### config.mk
export PLATFORM = sky130hd
export DESIGN_NAME = apb_regbank
export DESIGN_NICKNAME = d
export VERILOG_FILES = /design/src/rtl/apb_regbank_pkg.sv /design/src/rtl/apb_regbank_decode.sv /design/src/rtl/apb_regbank.sv
export SDC_FILE = /design/constraint.sdc
export NUM_CORES = 1
export LEC_CHECK = 0
export ABC_AREA = 1
export CORE_AREA = 2 2 430 432
export CTS_BUF_LIST = sky130_fd_sc_hd__clkbuf_4
export DETAILED_ROUTE_END_ITERATION = 6
export DIE_AREA = 0 0 432 434
export HOLD_SLACK_MARGIN = 0.02
export PLACE_DENSITY_LB_ADDON = 0.1
export RECOVER_POWER = 100
export SYNTH_ARGS = -nofsm -noshare
export SYNTH_HDL_FRONTEND = slang
export SYNTH_HIERARCHICAL = 1
export SYNTH_SLANG_ARGS = --single-unit
### constraint.sdc
create_clock -name PCLK -period 1.9 [get_ports PCLK]
set_clock_uncertainty 0.2 [all_clocks]
set_input_delay 0.38 -clock PCLK [delete_from_list [all_inputs] [get_ports PCLK]]
set_output_delay 0.38 -clock PCLK [all_outputs]
set_load 0.005 [all_outputs]
### src/rtl/apb_regbank_pkg.sv
// Shared types and constants for the APB register bank.
package apb_regbank_pkg;

    typedef enum logic [1:0] {IDLE, WAIT, RESP} state_e;

    localparam int DEFAULT_WAIT_CYCLES = 0;
    localparam int MAX_WAIT_CYCLES     = 15;

    // Number of byte-offset address bits below the register index field.
    function automatic int off_bits(input int data_width);
        return $clog2(data_width / 8);
    endfunction

endpackage

### src/rtl/apb_regbank_decode.sv
// Address/direction decode of a captured APB transfer: register index,
// misaligned/out-of-range error, write to read-only error, write enable.
module apb_regbank_decode
    import apb_regbank_pkg::*;
#(
    parameter int                  DATA_WIDTH = 32,
    parameter int                  ADDR_WIDTH = 16,
    parameter int                  NUM_REGS   = 16,
    parameter logic [NUM_REGS-1:0] RO_MASK    = '0,
    localparam int                 IDX_W      = $clog2(NUM_REGS)
) (
    input  logic [ADDR_WIDTH-1:0] addr,
    input  logic                  write,
    output logic [IDX_W-1:0]      idx,
    output logic                  addr_err,
    output logic                  ro_err,
    output logic                  wr_en
);

    localparam int OFF_W = off_bits(DATA_WIDTH);
    // Shifts and masks rather than slices so an 8-bit bus (no offset bits) still elaborates.
    localparam logic [ADDR_WIDTH-1:0] LOW_MASK = ADDR_WIDTH'((64'd1 << OFF_W) - 64'd1);

    // Split the address into offset / index / upper bits and classify the access.
    always_comb begin
        idx      = IDX_W'(addr >> OFF_W);
        addr_err = (|(addr & LOW_MASK)) || (|(addr >> (OFF_W + IDX_W)));
        ro_err   = write && !addr_err && RO_MASK[idx];
        wr_en    = write && !addr_err && !RO_MASK[idx];
    end

endmodule

### src/rtl/apb_regbank.sv
// APB slave with an integrated register bank, programmable wait states,
// PSLVERR responses and read-only hardware-status registers.
// Optional byte strobes: define APB_REGBANK_STRB_EN to add the PSTRB port.
module apb_regbank
    import apb_regbank_pkg::*;
#(
    parameter int                    DATA_WIDTH  = 32,
    parameter int                    ADDR_WIDTH  = 16,
    parameter int                    NUM_REGS    = 16,
    parameter int                    WAIT_CYCLES = DEFAULT_WAIT_CYCLES,
    parameter logic [NUM_REGS-1:0]   RO_MASK     = '0,
    parameter logic [DATA_WIDTH-1:0] RESET_VALUE = '0
) (
    input  logic                           PCLK,
    input  logic                           PRESETn,
    input  logic                           PSELx,
    input  logic                           PENABLE,
    input  logic                           PWRITE,
    input  logic [ADDR_WIDTH-1:0]          PADDR,
    input  logic [DATA_WIDTH-1:0]          PWDATA,
`ifdef APB_REGBANK_STRB_EN
    input  logic [DATA_WIDTH/8-1:0]        PSTRB,
`endif
    output logic                           PREADY,
    output logic [DATA_WIDTH-1:0]          PRDATA,
    output logic                           PSLVERR,
    input  logic [NUM_REGS*DATA_WIDTH-1:0] hw_status,
    output logic [NUM_REGS*DATA_WIDTH-1:0] reg_q
);

    localparam int IDX_W = $clog2(NUM_REGS);
    localparam int NB    = DATA_WIDTH / 8;

    state_e                              state, state_nxt;
    logic [3:0]                          cnt;
    logic [ADDR_WIDTH-1:0]               cap_addr;
    logic                                cap_write;
    logic [DATA_WIDTH-1:0]               cap_wdata;
`ifdef APB_REGBANK_STRB_EN
    logic [NB-1:0]                       cap_strb;
`endif
    logic [NUM_REGS-1:0][DATA_WIDTH-1:0] regs;
    logic [NUM_REGS-1:0][DATA_WIDTH-1:0] hw_vec;
    logic [IDX_W-1:0]                    idx;
    logic                                addr_err, ro_err, wr_en;
    logic                                setup, capture, commit;
    logic [DATA_WIDTH-1:0]               wmask, rd_val;

    assign setup  = PSELx && !PENABLE;
    assign hw_vec = hw_status;

    apb_regbank_decode #(
        .DATA_WIDTH (DATA_WIDTH),
        .ADDR_WIDTH (ADDR_WIDTH),
        .NUM_REGS   (NUM_REGS),
        .RO_MASK    (RO_MASK)
    ) u_decode (
        .addr     (cap_addr),
        .write    (cap_write),
        .idx      (idx),
        .addr_err (addr_err),
        .ro_err   (ro_err),
        .wr_en    (wr_en)
    );

    // Next-state logic; capture/commit strobes drive the datapath below.
    always_comb begin
        state_nxt = state;
        capture   = 1'b0;
        commit    = 1'b0;
        case (state)
            IDLE: if (setup) begin
                capture   = 1'b1;
                state_nxt = WAIT;
            end
            WAIT: begin
                if (!PSELx) begin
                    state_nxt = IDLE;           // abort: nothing committed
                end else if (cnt == 4'd0) begin
                    commit    = 1'b1;
                    state_nxt = RESP;
                end
            end
            RESP: begin
                if (setup) begin
                    capture   = 1'b1;           // back-to-back setup during the ready cycle
                    state_nxt = WAIT;
                end else begin
                    state_nxt = IDLE;
                end
            end
            default: state_nxt = IDLE;
        endcase
    end

    // State register.
    always_ff @(posedge PCLK or negedge PRESETn) begin
        if (!PRESETn) state <= IDLE;
        else          state <= state_nxt;
    end

    // Byte-lane write mask for the captured transfer.
    always_comb begin
        wmask = '1;
`ifdef APB_REGBANK_STRB_EN
        for (int b = 0; b < NB; b++) wmask[b*8 +: 8] = {8{cap_strb[b]}};
`endif
    end

    assign rd_val = RO_MASK[idx] ? hw_vec[idx] : regs[idx];

    // Transfer capture, wait counter and registered response.
    always_ff @(posedge PCLK or negedge PRESETn) begin
        if (!PRESETn) begin
            cnt       <= '0;
            cap_addr  <= '0;
            cap_write <= 1'b0;
            cap_wdata <= '0;
`ifdef APB_REGBANK_STRB_EN
            cap_strb  <= '0;
`endif
            PREADY    <= 1'b0;
            PRDATA    <= '0;
            PSLVERR   <= 1'b0;
        end else begin
            PREADY <= commit;
            if (capture) begin
                cap_addr  <= PADDR;
                cap_write <= PWRITE;
                cap_wdata <= PWDATA;
`ifdef APB_REGBANK_STRB_EN
                cap_strb  <= PSTRB;
`endif
                cnt       <= 4'(WAIT_CYCLES);
                PRDATA    <= '0;
                PSLVERR   <= 1'b0;
            end else if (state == WAIT && cnt != 4'd0) begin
                cnt <= cnt - 4'd1;
            end
            if (commit) begin
                PSLVERR <= addr_err || ro_err;
                PRDATA  <= (!cap_write && !addr_err) ? rd_val : '0;
            end
        end
    end

    // Register storage; only writable registers are ever updated.
    always_ff @(posedge PCLK or negedge PRESETn) begin
        if (!PRESETn) begin
            regs <= {NUM_REGS{RESET_VALUE}};
        end else if (commit && wr_en) begin
            regs[idx] <= (regs[idx] & ~wmask) | (cap_wdata & wmask);
        end
    end

    // Export: read-only slots show the live hardware status.
    for (genvar i = 0; i < NUM_REGS; i++) begin : g_q
        assign reg_q[i*DATA_WIDTH +: DATA_WIDTH] = RO_MASK[i] ? hw_vec[i] : regs[i];
    end

endmodule

-- Yosys cells after proc, flatten, opt, wreduce, memory -nomap -nowiden
Memory sizes are Yosys's and may differ from the RTL's.
Index checks and enable logic that the tools add are counted.
- add/sub/neg operators: 1
- multiply operators: 0
- divide/modulo/power cells: 0
- magnitude comparators: 2
- eq/ne operators: 4
- shifts and indexed selects: 0
- mux-type cells: 26
- bitwise logic cells: 0
- reduce and logical (&&, ||, !) cells: 23
- operator list (cell ; number):
    512-bit bitwise mux ; 1
    32-bit binary-select mux with 4-bit select ; 2
    32-bit two-way mux ; 7
    32-bit demux with 4-bit select ; 1
    10-bit OR reduction ; 1
    1-bit two-way mux ; 9
    1-bit logical AND ; 8
    4-bit two-way mux ; 2
    2-bit two-way mux ; 3
    2-bit one-hot mux with 3 select lines ; 1
    4-bit by 5-bit < comparator with 1-bit output (second input constant) ; 1
    4-bit by 1-bit greater-or-equal comparator with 1-bit output (second input constant) ; 1
    1-bit zero test ; 4
    4-bit zero test ; 1
    2-bit nonzero test ; 2
    4-bit nonzero test ; 1
    2-bit OR reduction ; 2
    4-bit by 1-bit subtractor with 4-bit output (second input constant) ; 1
    3-bit != test (second input constant) ; 1
    2-bit by 1-bit equality test with 1-bit output (second input constant) ; 1
    2-bit equality test (second input constant) ; 1
    2-bit zero test ; 1
    1-bit logical OR ; 2
    2-bit != test (second input constant) ; 1
    2-bit AND reduction ; 1
- register bits: 601
- latch bits: 0
- RAM bits: 0
- memory bits (read-only): 16
- bits of input ports: 565
- word-level logic and storage cells: 81
- memories kept: 1
- memory list (memory ; depth ; bits a word ; rd ports ; clocked after Yosys merged registers in ; write ports ; line ; source):
    (no name shown) ; 16 ; 1 ; 1 ; 0 ; 0 ; apb_regbank_decode.sv:28 ; ro_err = write && !addr_err && RO_MASK[idx];

-- Depth between registers and ports, before layout
- word-level depth: 7
- depth in mapped cells: 13

-- Cells and area by module
The synthesis kept the hierarchy.
- modules (own cells, without submodules) (module ; times used ; cells an instance ; area each (µm²) ; sequential area each (µm²)):
    apb_regbank ; 1 ; 3522 ; 27689.1 ; 15039.4
    apb_regbank_decode ; 1 ; 19 ; 100.1 ; 0.0

-- Worst setup path before layout
OpenSTA, ideal clock, no wires.
- path type: register to register
- start point: reg cnt[0]
- end point: reg regs, in the netlist reg_q[301]
- library setup time: 130 ps
- arrival time: 1620 ps
- required time: 1570 ps
- slack: -50 ps
- stages on the path, launching flop included: 11
- path buffers: 1
- clock period less this slack: 1950 ps
- cell sequence: dfrtp_1 > inv_1 > ha_1 > nand3_4 > nor2_8 > nand2_8 > nor2_8 > nand2_4 > buf_4 > nand2_1 > o21ai_0
- longest elaborated chain between the ends: 5
- ends and longest elaborated chain (item ; line ; source):
    start, declared ; apb_regbank.sv:35 ; logic [3:0] cnt;
    start signal, assigned ; apb_regbank.sv:134 ; cnt <= 4'(WAIT_CYCLES);
    start signal, assigned ; apb_regbank.sv:138 ; cnt <= cnt - 4'd1;
    4-bit zero test ; apb_regbank.sv:79 ; end else if (cnt == 4'd0) begin
    1-bit two-way mux ; apb_regbank.sv:79 ;
    1-bit two-way mux ; apb_regbank.sv:77 ; if (!PSELx) begin
    1-bit two-way mux ; apb_regbank.sv:71 ; case (state)
    named net commit ; apb_regbank.sv:46 ; logic setup, capture, commit;
    1-bit logical AND ; apb_regbank.sv:151 ; end else if (commit && wr_en) begin
    end signal, assigned ; apb_regbank.sv:150 ; regs <= {NUM_REGS{RESET_VALUE}};
    end signal, assigned by index ; apb_regbank.sv:152 ; regs[idx] <= (regs[idx] & ~wmask) | (cap_wdata & wmask);
    end, declared ; apb_regbank.sv:42 ; logic [NUM_REGS-1:0][DATA_WIDTH-1:0] regs;
The timed path passes the listed nets, and every way through them passes these cells.
A chain may end at the register's enable or synchronous reset.

==> results.py <==
metrics = {
    "critical_path": {
        "critical_path_arrival_ns": 3.60,
        "crit_required_ns": 3.00,
        "path_delay_family": "buffers and inverters",
        "cpPeakStageDelay_ns": 0.80,
        "start_kind": "primary input",
        "r2r_cells": 13,
        "regToRegEndpoint": "reg_q[93]",
        "critPathMaxFanout": 33,
        "crit_type": "primary input to async pin",
        "crit_buf_inv": 6,
        "r2r-start": "cap_addr[10]",
        "crit_chain": "dlygate4sd3_1 -> dlygate4sd3_1 -> dlygate4sd3_1 -> clkbuf_1 -> buf_2 -> buf_4",
        "cp_slowest_cell": "buf_2",
        "r2r_slack_ns": -0.49,
        "cp-end-kind": "async pin",
        "path_common_cell": "dlygate4sd3_1",
    },
    "timing": {
        "period_minus_slack_ns": 2.50,
        "period_share": 1.32,
        "rsz0062_at_grt": "yes",
        "max_freq_mhz": 400,
        "hold_viol_final": 0,
        "finalSetupTns_ns": -688.92,
        "fin_ws_ns": -0.602,
        "tightest_slew_ns": 0.959,
        "fin_hold_ws_ns": 0.191,
        "setup_violations": 1727,
        "slew_violations": 0,
        "maxSlewHeadroom": 0.360,
    },
    "clock_network": {
        "htreeDepth": 4,
        "cts_made_buffers": 193,
        "clk_latency_ns": 1.26,
        "root_buffer": "clkbuf_4",
        "cts.clk_slew.worst_paths_ns": 0.06,
        "cts_buffer_depth": 3,
        "cts_tree": "built",
        "cts.sinks": 601,
    },
    "power_and_ir_drop": {
        "irDropWorstVdd_uv": 552,
        "p_leak_uw": 0.0252,
        "p_per_area_mw_per_mm2": 725,
    },
    "synthesis": {
        "synthSimpleGateAreaFrac": 0.289,
        "syn_inst": 3541,
        "synth_seq_cells": 601,
        "synthXorXnorAreaFrac": 0,
        "synthTopCellsByArea": "dfrtp_1 54%, nand2_1 27%, o21ai_1 8.7%",
        "synth_top_area_frac": 0.541,
        "syn_avg_cell_area_um2": 7.85,
        "synth_mux_area_frac": 0,
        "synthDistinctLibCells": 27,
        "synth_area_mm2": 0.0278,
        "synthesis.nets": 4108,
        "yosysTopAreaCell": "dfrtp_1",
        "synth_top_family_by_area": "simple AND/OR/NAND/NOR gates",
        "ys_warn_count": 6,
        "ys_seq_area_frac": 0.541,
        "synth-compound-area-share": 0.112,
        "synthAdderAreaFrac": 0.000900,
    },
    "global_route": {
        "grt_util_all_layers": 0.184,
        "use_met3": 0.0662,
        "grt_pass1_wl_mm": 241,
        "grt_max_degree": 61,
        "grt_pass1_vias": 29638,
        "grt_overflow": 0,
        "grtUsageMet2": 0.272,
        "use_met1": 0.253,
        "antenna_found_initial": 11,
        "grt.busiest_layer": "met2",
    },
    "placed_design": {
        "placed_cells": 6541,
        "io_buffers": 598,
        "gp_congestion": 0.786,
        "dp_hpwl_mm": 125,
        "placed_area_mm2": 0.0384,
    },
    "flow_run": {
        "drv_cap": 0,
    },
    "min_path": {
        "min_to": "cap_addr[3]",
        "hold_start": "PADDR[3]",
        "min_delay_path_depth": 4,
        "hold_path_class": "primary input to flop",
    },
    "floorplan": {
        "initial_utilization": 0.152,
        "die_area_mm2": 0.187,
        "pin_count": 1111,
        "core_mm2": 0.182,
        "die_w_um": 432,
        "die_y_um": 434,
        "rows": 157,
    },
    "detailed_routing": {
        "detail_route.wl_per_cell_um": 25.3,
        "wl_mm": 192,
        "dr_total_vias": 30347,
        "dr.pass1.iters": 5,
        "ant_nets": 0,
        "drc_errors": 0,
        "drtIter0Drc": 1834,
        "viasPerCell": 4.00,
    },
    "cells_and_area": {
        "drive_above_1_share": 0.406,
        "final_area_mm2": 0.0481,
        "final_cells": 7583,
        "postLayoutCoreUtil": 0.263,
        "nNetsFinal": 5654,
        "mostFrequentLayoutCells": "1891 x nand2_1, 716 x buf_4, 534 x dfrtp_1, 398 x o21ai_1, 289 x buf_2",
        "final_common_cell": "nand2_1",
        "area_growth_pct": 73.0,
    },
    "outcome": {
        "outcome": "finished with violations",
        "violations": "setup timing",
    },
}
[kinds of logic after synthesis]
group                    after synthesis
adder cells (fa/ha/maj)                2
AO/OA/AOI/OAI                        583
other                                  1
AND/OR/NAND/NOR                     2062
buffers and inverters                292
flip-flops                           601
[metrics by stage]
step                      setup WS [ns]  power, uW
final                            -0.602      34800
after global routing             -0.713      36600
after CTS                        -0.771      35500
after detailed placement         -0.721      21500
after global placement           -0.748      21500
after floorplan                  0.0363      16300
[where the power goes]
| group | internal, uW | switching [uW] | leakage [uW] |
|---|---|---|---|
| sequential | 13200 | 218 | 0.00820 |
| combinational | 2320 | 5720 | 0.0156 |
| clock | 6810 | 6610 | 0.00135 |
[metal layers]
metal | vias up | routed length (um)
li1 | 14417 | -
met3 | 229 | 15100
met4 | 4 | 4630
met1 | 14775 | 88200
met2 | 922 | 84100
met5 | - | 25
[sequential cells by signal, indices dropped and copies added (netlist names)]
name and cells:
reg_q 512, cap_wdata 32, PREADY 1, state 2, cap_addr 16, cnt 4
PSLVERR 1, PRDATA 32, cap_write 1
[worst max-delay path by stage]
stage                     from          to  slack, ns  cells past startpoint
global route        reg_q[493]  reg_q[493]      -0.71                      2
detailed placement       PSELx   PRDATA[9]      -0.72                      7
CTS                   reg_q[9]    reg_q[9]      -0.77                      1
global placement         PSELx   PRDATA[3]      -0.75                      7
finish                 PRESETn   reg_q[32]      -0.60                      6
floorplan               cnt[0]   reg_q[53]       0.04                     10
[layout make-up]
type / instances / area (um^2)
Clock buffer: 277 / 2080
Multi-Input combinational cell: 2653 / 12400
Antenna cell: 6 / 15.0
Tap cell: 2385 / 2980
Clock inverter: 23 / 171
Timing Repair Buffer: 1593 / 15100
Fill cell: 20096 / 134000
Inverter: 45 / 186
Sequential cell: 601 / 15100
[cells in the mapped netlist]
cell and n:
nor2_4 1, o21ai_1 484, clkbuf_1 108, nand3_4 1, nor2_2 4, dfrtp_1 601
nand2_2 1, buf_1 12, buf_2 68, conb_1 1, nand2_4 17, ha_1 2
o21ai_0 48, nand3_1 5, nand2_1 2015, buf_4 6, nor2_1 9, nor2_8 5
buf_6 53, a21oi_1 2, nor4_2 1, o21ai_2 49, nand2_8 1, nor3_1 1
inv_2 4, and2_1 1, inv_1 41
[tightest hold or removal path, delay by kind of cell]
family                 cells  cell delay, ns
buffers and inverters      2            0.96
and+or+nand+nor            2            0.23
[timing repair]
item | CTS | global route
resized for setup | 2641 | 369
endpoints found under the setup margin | 1112 | 1115
buffers inserted | 483 | 85
pin swaps | 6 | 29
cloned | 16 | 62
endpoints found under the hold margin | 653 | 0
hold buffers | 92 | 0
Power figures use the tool's default switching activity.
